[config.mk]
export PLATFORM = sky130hd
export DESIGN_NAME = regfile_wb_ctrl_flat
export DESIGN_NICKNAME = d
export VERILOG_FILES = /design/src/rtl/regfile_wb_ctrl_pkg.sv /design/src/rtl/regfile_wb_ctrl_if.sv /design/src/rtl/regfile_wb_ctrl_rr_arbiter2.sv /design/src/rtl/regfile_wb_ctrl.sv /design/src/flat_wrapper.sv
export SDC_FILE = /design/constraint.sdc
export NUM_CORES = 1
export LEC_CHECK = 0
export CAP_MARGIN = 20
export CORE_MARGIN = 2
export CORE_UTILIZATION = 40
export DETAILED_ROUTE_END_ITERATION = 7
export DONT_BUFFER_PORTS = 1
export SYNTH_ARGS = -nofsm -noshare
export SYNTH_HDL_FRONTEND = slang
export SYNTH_SLANG_ARGS = --single-unit
export TNS_END_PERCENT = 50
[constraint.sdc]
create_clock -name clk -period 2 [get_ports clk]
set_clock_uncertainty 0.15 [all_clocks]
set_input_delay 0.2 -clock clk [delete_from_list [all_inputs] [get_ports clk]]
set_output_delay 0.2 -clock clk [all_outputs]
set_load 0.02 [all_outputs]
[src/rtl/regfile_wb_ctrl_pkg.sv]
// regfile_pkg: register file sizing constants and write-back requester identifiers.
package regfile_pkg;
  localparam int DATA_W = 32;
  localparam int NUM_REGS = 16;
  localparam int ADDR_W = $clog2(NUM_REGS);
  typedef enum logic {REQ_ALU, REQ_LSU} req_id_e;
endpackage

[src/rtl/regfile_wb_ctrl_if.sv]
// regfile_wb_ctrl_if: write-back requests, scoreboard/hazard lookups and register file write port.
interface regfile_wb_ctrl_if
  import regfile_pkg::*;
#(
  parameter int N = DATA_W
);
  logic              alu_valid_i;
  logic [ADDR_W-1:0] alu_addr_i;
  logic [N-1:0]      alu_data_i;
  logic              alu_ready_o;
  logic              lsu_valid_i;
  logic [ADDR_W-1:0] lsu_addr_i;
  logic [N-1:0]      lsu_data_i;
  logic              lsu_ready_o;
  logic              reserve_valid_i;
  logic [ADDR_W-1:0] reserve_addr_i;
  logic [ADDR_W-1:0] rd_addr1_i;
  logic [ADDR_W-1:0] rd_addr2_i;
  logic              hazard1_o;
  logic              hazard2_o;
  logic [NUM_REGS-1:0] busy_o;
  logic              wr_enable_o;
  logic [ADDR_W-1:0] wr_addr_o;
  logic [N-1:0]      wr_data_o;
  modport slave (
    input  alu_valid_i, alu_addr_i, alu_data_i, lsu_valid_i, lsu_addr_i, lsu_data_i,
           reserve_valid_i, reserve_addr_i, rd_addr1_i, rd_addr2_i,
    output alu_ready_o, lsu_ready_o, hazard1_o, hazard2_o, busy_o, wr_enable_o, wr_addr_o, wr_data_o
  );
  modport master (
    output alu_valid_i, alu_addr_i, alu_data_i, lsu_valid_i, lsu_addr_i, lsu_data_i,
           reserve_valid_i, reserve_addr_i, rd_addr1_i, rd_addr2_i,
    input  alu_ready_o, lsu_ready_o, hazard1_o, hazard2_o, busy_o, wr_enable_o, wr_addr_o, wr_data_o
  );
endinterface

[src/rtl/regfile_wb_ctrl_rr_arbiter2.sv]
// rr_arbiter2: two-way round-robin grant; the pointer names the winner of the next contention.
module rr_arbiter2
  import regfile_pkg::*;
(
  input  logic clk,
  input  logic rst_i,
  input  logic alu_valid,
  input  logic lsu_valid,
  output logic alu_gnt,
  output logic lsu_gnt
);
  req_id_e ptr;
  always_comb begin
    alu_gnt = alu_valid && (!lsu_valid || ptr == REQ_ALU);
    lsu_gnt = lsu_valid && (!alu_valid || ptr == REQ_LSU);
  end
  always_ff @(posedge clk or posedge rst_i) begin
    if (rst_i) ptr <= REQ_ALU;
    else if (alu_gnt) ptr <= REQ_LSU;
    else if (lsu_gnt) ptr <= REQ_ALU;
  end
endmodule

[src/rtl/regfile_wb_ctrl.sv]
// regfile_wb_ctrl: arbitrates ALU/LSU onto the register file write port and tracks busy registers.
module regfile_wb_ctrl
  import regfile_pkg::*;
#(
  parameter int N = DATA_W
) (
  input logic clk,
  input logic rst_i,
  regfile_wb_ctrl_if.slave bus
);
  logic alu_gnt, lsu_gnt;
  req_id_e gnt_id;
  logic [ADDR_W-1:0] sel_addr;
  logic [N-1:0] sel_data;
  logic [NUM_REGS-1:0] busy, set_mask, clr_mask;
  logic wr_enable;
  logic [ADDR_W-1:0] wr_addr;
  logic [N-1:0] wr_data;
  rr_arbiter2 u_arb (
    .clk       (clk),
    .rst_i     (rst_i),
    .alu_valid (bus.alu_valid_i),
    .lsu_valid (bus.lsu_valid_i),
    .alu_gnt   (alu_gnt),
    .lsu_gnt   (lsu_gnt)
  );
  always_comb begin
    gnt_id   = lsu_gnt ? REQ_LSU : REQ_ALU;
    sel_addr = gnt_id == REQ_LSU ? bus.lsu_addr_i : bus.alu_addr_i;
    sel_data = gnt_id == REQ_LSU ? bus.lsu_data_i : bus.alu_data_i;
    set_mask = bus.reserve_valid_i ? NUM_REGS'(1) << bus.reserve_addr_i : '0;
    clr_mask = wr_enable ? NUM_REGS'(1) << wr_addr : '0;
  end
  always_ff @(posedge clk or posedge rst_i) begin
    if (rst_i) begin
      wr_enable <= 1'b0;
      wr_addr   <= '0;
      wr_data   <= '0;
      busy      <= '0;
    end else begin
      wr_enable <= alu_gnt || lsu_gnt;
      if (alu_gnt || lsu_gnt) begin
        wr_addr <= sel_addr;
        wr_data <= sel_data;
      end
      // a reservation landing on the same edge as the write beats the clear
      busy <= (busy & ~clr_mask) | set_mask;
    end
  end
  assign bus.alu_ready_o = alu_gnt;
  assign bus.lsu_ready_o = lsu_gnt;
  assign bus.wr_enable_o = wr_enable;
  assign bus.wr_addr_o   = wr_addr;
  assign bus.wr_data_o   = wr_data;
  assign bus.busy_o      = busy;
  assign bus.hazard1_o   = busy[bus.rd_addr1_i];
  assign bus.hazard2_o   = busy[bus.rd_addr2_i];
endmodule

[src/flat_wrapper.sv]
// flat-port wrapper written by rule: the top's interface ports become plain ports
module regfile_wb_ctrl_flat import regfile_pkg::*;
#(
  parameter int N = DATA_W
)
  (clk, rst_i, bus_alu_valid_i, bus_alu_addr_i, bus_alu_data_i, bus_lsu_valid_i, bus_lsu_addr_i, bus_lsu_data_i, bus_reserve_valid_i, bus_reserve_addr_i, bus_rd_addr1_i, bus_rd_addr2_i, bus_alu_ready_o, bus_lsu_ready_o, bus_hazard1_o, bus_hazard2_o, bus_busy_o, bus_wr_enable_o, bus_wr_addr_o, bus_wr_data_o);
  regfile_wb_ctrl_if #(.N(N)) bus_i ();
  input logic clk;
  input logic rst_i;
  input wire logic [$bits(bus_i.alu_valid_i)-1:0] bus_alu_valid_i;
  input wire logic [$bits(bus_i.alu_addr_i)-1:0] bus_alu_addr_i;
  input wire logic [$bits(bus_i.alu_data_i)-1:0] bus_alu_data_i;
  input wire logic [$bits(bus_i.lsu_valid_i)-1:0] bus_lsu_valid_i;
  input wire logic [$bits(bus_i.lsu_addr_i)-1:0] bus_lsu_addr_i;
  input wire logic [$bits(bus_i.lsu_data_i)-1:0] bus_lsu_data_i;
  input wire logic [$bits(bus_i.reserve_valid_i)-1:0] bus_reserve_valid_i;
  input wire logic [$bits(bus_i.reserve_addr_i)-1:0] bus_reserve_addr_i;
  input wire logic [$bits(bus_i.rd_addr1_i)-1:0] bus_rd_addr1_i;
  input wire logic [$bits(bus_i.rd_addr2_i)-1:0] bus_rd_addr2_i;
  output wire logic [$bits(bus_i.alu_ready_o)-1:0] bus_alu_ready_o;
  output wire logic [$bits(bus_i.lsu_ready_o)-1:0] bus_lsu_ready_o;
  output wire logic [$bits(bus_i.hazard1_o)-1:0] bus_hazard1_o;
  output wire logic [$bits(bus_i.hazard2_o)-1:0] bus_hazard2_o;
  output wire logic [$bits(bus_i.busy_o)-1:0] bus_busy_o;
  output wire logic [$bits(bus_i.wr_enable_o)-1:0] bus_wr_enable_o;
  output wire logic [$bits(bus_i.wr_addr_o)-1:0] bus_wr_addr_o;
  output wire logic [$bits(bus_i.wr_data_o)-1:0] bus_wr_data_o;
  assign bus_i.alu_valid_i = bus_alu_valid_i;
  assign bus_i.alu_addr_i = bus_alu_addr_i;
  assign bus_i.alu_data_i = bus_alu_data_i;
  assign bus_i.lsu_valid_i = bus_lsu_valid_i;
  assign bus_i.lsu_addr_i = bus_lsu_addr_i;
  assign bus_i.lsu_data_i = bus_lsu_data_i;
  assign bus_i.reserve_valid_i = bus_reserve_valid_i;
  assign bus_i.reserve_addr_i = bus_reserve_addr_i;
  assign bus_i.rd_addr1_i = bus_rd_addr1_i;
  assign bus_i.rd_addr2_i = bus_rd_addr2_i;
  assign bus_alu_ready_o = bus_i.alu_ready_o;
  assign bus_lsu_ready_o = bus_i.lsu_ready_o;
  assign bus_hazard1_o = bus_i.hazard1_o;
  assign bus_hazard2_o = bus_i.hazard2_o;
  assign bus_busy_o = bus_i.busy_o;
  assign bus_wr_enable_o = bus_i.wr_enable_o;
  assign bus_wr_addr_o = bus_i.wr_addr_o;
  assign bus_wr_data_o = bus_i.wr_data_o;
  regfile_wb_ctrl #(.N(N)) u_core (.clk(clk), .rst_i(rst_i), .bus(bus_i));
endmodule
==> Yosys cells after proc, flatten, opt, wreduce, memory -nomap -nowiden <==
Cells that the tools add are included.
{ "word_totals": {"reg_bits": 54, "out_inout_bits": 57, "elab_cells": 32, "input_bits": 89} }
{ "classes": {"muxes": 11, "n_bitwise": 4, "reduce_logical": 8, "order_cmp": 2, "shift": 2} }
{ "op_table": {"columns": ["operator", "count"], "rows": [
  ["$mux W16", 2],
  ["$mux W32", 1],
  ["$shl A1 B4 Y16 const A", 2],
  ["$and A16 B16 Y16", 1],
  ["$not A16 Y16", 1],
  ["$or A16 B16 Y16", 1],
  ["$lt A4 B5 Y1 const B", 2],
  ["$bmux W1 S4", 2],
  ["$mux W1", 5],
  ["$mux W4", 1],
  ["$logic_or A1 B1 Y1", 3],
  ["$logic_and A1 B1 Y1", 2],
  ["$logic_not A1 Y1", 2],
  ["$reduce_bool A2 Y1", 1],
  ["$not A1 Y1", 1]
]} }

==> Longest topological paths before layout <==
{ "depth": {"ltp_word": 5, "mapped_depth": 6, "mapped_depth_nobuf": 3} }

==> By module <==
Synthesis repeated with hierarchy kept, for this count alone.
{ "unflattened": {"cells_unflattened": 244, "hier_area_um2": 2662.6} }
{ "by_module_without_submodules": {"columns": ["module", "cells_each", "area_each_um2", "instances", "seq_area_each_um2"], "rows": [
  ["regfile_wb_ctrl", 237, 2605.0, 1, 1326.3],
  ["rr_arbiter2", 7, 57.6, 1, 25.0]
]} }

==> Worst setup path before layout <==
Ideal clock, no wire load.
{ "synth_path": {"path_kind": "register to output", "startpoint": "reg u_core.busy[13], in the netlist u_core.bus.busy_o[13]", "endpoint": "out bus_hazard1_o", "path_stages_with_launch": 4, "slack_ns": 0.383, "n_path_buf": 0, "t_required_ns": 1.650, "arrival_ns": 1.267, "path_cell_list": "dfrtp_1 -> mux4_1 -> mux2i_1 -> mux2i_1"} }
{ "synth_between": {"elab_chain_cells": 2} }
{ "synth_lines": {"columns": ["element", "line", "text"], "rows": [
  ["start, declared", "regfile_wb_ctrl.sv:15", "logic [NUM_REGS-1:0] busy, set_mask, clr_mask;"],
  ["start signal, assigned", "regfile_wb_ctrl.sv:47", "busy <= (busy & ~clr_mask) | set_mask;"],
  ["$bmux W1 S4", "regfile_wb_ctrl.sv:56", "assign bus.hazard1_o = busy[bus.rd_addr1_i];"],
  ["$mux W1 (implied by the code)", "regfile_wb_ctrl.sv:56", null],
  ["end, declared", "flat_wrapper.sv:22", "output wire logic [$bits(bus_i.hazard1_o)-1:0] bus_hazard1_o;"]
]} }
No other way between the ends. The select of a mux whose other input is x is not followed.

==> Worst setup path after layout <==
{ "layout_path": {"startpoint": "reg u_core.busy[11], in the netlist u_core.bus.busy_o[11]", "endpoint": "out bus_hazard2_o"} }
{ "layout_between": {"elab_chain_cells": 2} }
{ "layout_lines": {"columns": ["element", "line", "text"], "rows": [
  ["$bmux W1 S4", "regfile_wb_ctrl.sv:57", "assign bus.hazard2_o = busy[bus.rd_addr2_i];"],
  ["$mux W1 (implied by the code)", "regfile_wb_ctrl.sv:57", null],
  ["end, declared", "flat_wrapper.sv:23", "output wire logic [$bits(bus_i.hazard2_o)-1:0] bus_hazard2_o;"]
]} }
No other way between the ends. The select of a mux whose other input is x is not followed.

==> results.toml <==
[outcome]
status = "finished clean"

[setup_path]
crit_type = "flip-flop to output pin"
crit_chain = "mux4_2 > mux2i_1 > mux2i_2"
crit_slowest_cell = "mux4_2"
worst-path-buf-inv = 0
cp_top_family = "multiplexers"
critical_path.startpoint_type = "flip-flop"
cp_max_fo = 4
required_ps = 1650
worst_path_largest_cell_delay_ps = 490
crit_arrival_ps = 1610
endpoint_kind = "output pin"

[finish]
final_cell_mix = "dlygate4sd3_1 (78), dfrtp_1 (38), o221a_2 (35)"
layout_commonest_cell = "dlygate4sd3_1"
finalNetCount = 397
areaGrowthSynthToFinish_pct = 36.1
drive_above_1_share_pct = 26.9
fillers = 569
design_area_mm2 = 0.00376
n_antenna_cell = 0

[yosys]
syn_nets = 319
synthCells = 230
ys_seq_area_share_pct = 48.9
synth_seq_cells = 54
yosysTopAreaCellShare_pct = 48.9
async_flop_share_pct = 100
yosysWarnings = 0
yosys.area.top_type = "dfrtp_1"
synth_area_leaders = "dfrtp_1 (49%), o221a_2 (14%), mux4_1 (7.6%)"
synth-main-ff-cell = "dfrtp_1"
synth_edf_count = 0
syn_avg_cell_area_um2 = 12.0
synthesis.area_mm2 = 0.00276
ys_types = 21

[clock_tree]
cts_tree = "yes"
post_cts_buffers = 0
clock_path_buffers = 2
root_buffer = "clkbuf_8"
htree_levels = 2
cts_made_buffers = 5
cts.sinks = 54
clkLatencyLatePin_ps = 300
path_clk_slew_ps = 100

[timing]
fin_crit_sh_pct = 97.8
finalSetupViolCount = 0
tightest_slew_ps = 737
drv_slew = 0
final.min_clock_period_ps = 1960
slew_headroom_pct = 50.9
hold_ws_ps = 8.30
max_freq_mhz = 511
hold_viol = 0
grt_setup_unrepaired = "true"

[floorplan]
die_y_um = 87.1
io_pins = 146
fp.dieW_um = 87.1
start_util_pct = 40.9
row_count = 30
core_mm2 = 0.00676
dieArea_mm2 = 0.00759

[place]
gp_congestion = 0.756
place_area_mm2 = 0.00286
hpwlAfterDp_um = 4990
port_buffers = 0

[flow_run]
cap_violations = 0

[grt]
grt.overflow.total = 0
grt_usage_pct = 22.2
antenna_found_initial = 0
grt_max_degree = 34
grt_pass1_wl_um = 13100
grt_pass1_vias = 2557

[detailed_routing]
initialDrtViolationCount = 98
avgViaCountPerCell = 6.05
ant_nets = 0
routed_wl_um = 8340
first_pass_iters = 4
vias = 2355
wl_per_cell_um = 21.4
drcViolationCount = 0

[power_and_ir_drop]
p_leak_nw = 1.43
power.density_mw_per_mm2 = 909
vdd_drop_max_v = 0.000368
total_power_mw = 3.42

[hold_path]
hold_path_class = "input port to flip-flop"
[worst paths after layout]
kind | from | endpoint | slack (ps) | depth (start not counted)
min | bus_lsu_valid_i | u_core.bus.wr_data_o[24] | 8 | 2
max reg2reg | u_core.u_arb.ptr | u_core.u_arb.ptr | 490 | 4
max in group asynchronous | rst_i | u_core.bus.busy_o[12] | 920 | 3
min in group asynchronous | rst_i | u_core.bus.wr_data_o[4] | 220 | 2
max | u_core.bus.busy_o[11] | bus_hazard2_o | 40 | 3
min reg2reg | u_core.bus.busy_o[10] | u_core.bus.busy_o[10] | 500 | 2
[synthesized netlist by cell type, drive strengths merged, types with 4 or more instances]
cell,instances
mux4,8
clkbuf,5
or3,28
o21ai,33
mux2i,6
dfrtp,54
nand3b,4
buf,11
or2,11
o221a,36
nand2b,13
a21o,8
inv,4
nand2,5
[through the flow]
step / cells / setup TNS [ps] / worst slack, ps / util, %
after floorplan: 230 / 0 / 335 / -
after CTS: 386 / 0 / 7.95 / 55.3
after global routing: 389 / -38.2 / -19.4 / 55.7
final: 389 / 0 / 43.7 / 55.7
after detailed placement: 302 / 0 / 293 / 42.3
after global placement: 302 / 0 / 313 / 42.3
[area by class of cell]
type | instances | area, um^2 | area share, %
multi-input combinational | 156 | 1280 | 34.1
sequential | 54 | 1370 | 36.5
timing repair buffer | 87 | 882 | 23.5
clock buffer | 6 | 72.6 | 1.93
tap | 80 | 100 | 2.66
inverter | 4 | 15.0 | 0.399
clock inverter | 2 | 37.5 | 0.998
[state kept, by name, summed over array words and instances, names as in the netlist]
register,cells
u_core.bus.wr_enable_o,1
u_core.u_arb.ptr,1
u_core.bus.wr_data_o,32
u_core.bus.busy_o,16
u_core.bus.wr_addr_o,4
[what timing repair did]
action,4_1_cts,5_1_grt
pin swaps,0,0
endpoints found under the setup margin,2,4
endpoints found under the hold margin,71,4
gates resized for setup,20,8
hold buffers,76,3
gates cloned,0,0
[where the power goes]
| group | switching [mW] | leakage, nW | total, mW | internal, mW |
|---|---|---|---|---|
| registers | 0.511 | 0.597 | 1.86 | 1.35 |
| logic | 0.351 | 0.782 | 0.817 | 0.465 |
| clock network | 0.369 | 0.0514 | 0.743 | 0.374 |
| total | 1.23 | 1.43 | 3.42 | 2.19 |
[layer usage]
layer  GRT usage [%]  routed length, um  vias up
li1                -                  -     1044
met1            26.8               3190     1154
met2            37.7               4210      134
met3            7.11                736       23
met4            7.27                196        0
met5               0                  0        -
[logic make-up (layout without fill, tap and decap cells)]
family | after synthesis | count (layout) | share of synthesized area, %
AO/OA/AOI/OAI | 77 | 77 | 22.8
buffers and inverters | 20 | 99 | 3.89
AND/OR/NAND/NOR | 65 | 65 | 14.6
flip-flops | 54 | 54 | 48.9
multiplexers | 14 | 14 | 9.78
Note: power is estimated with default switching activity, not from simulation.
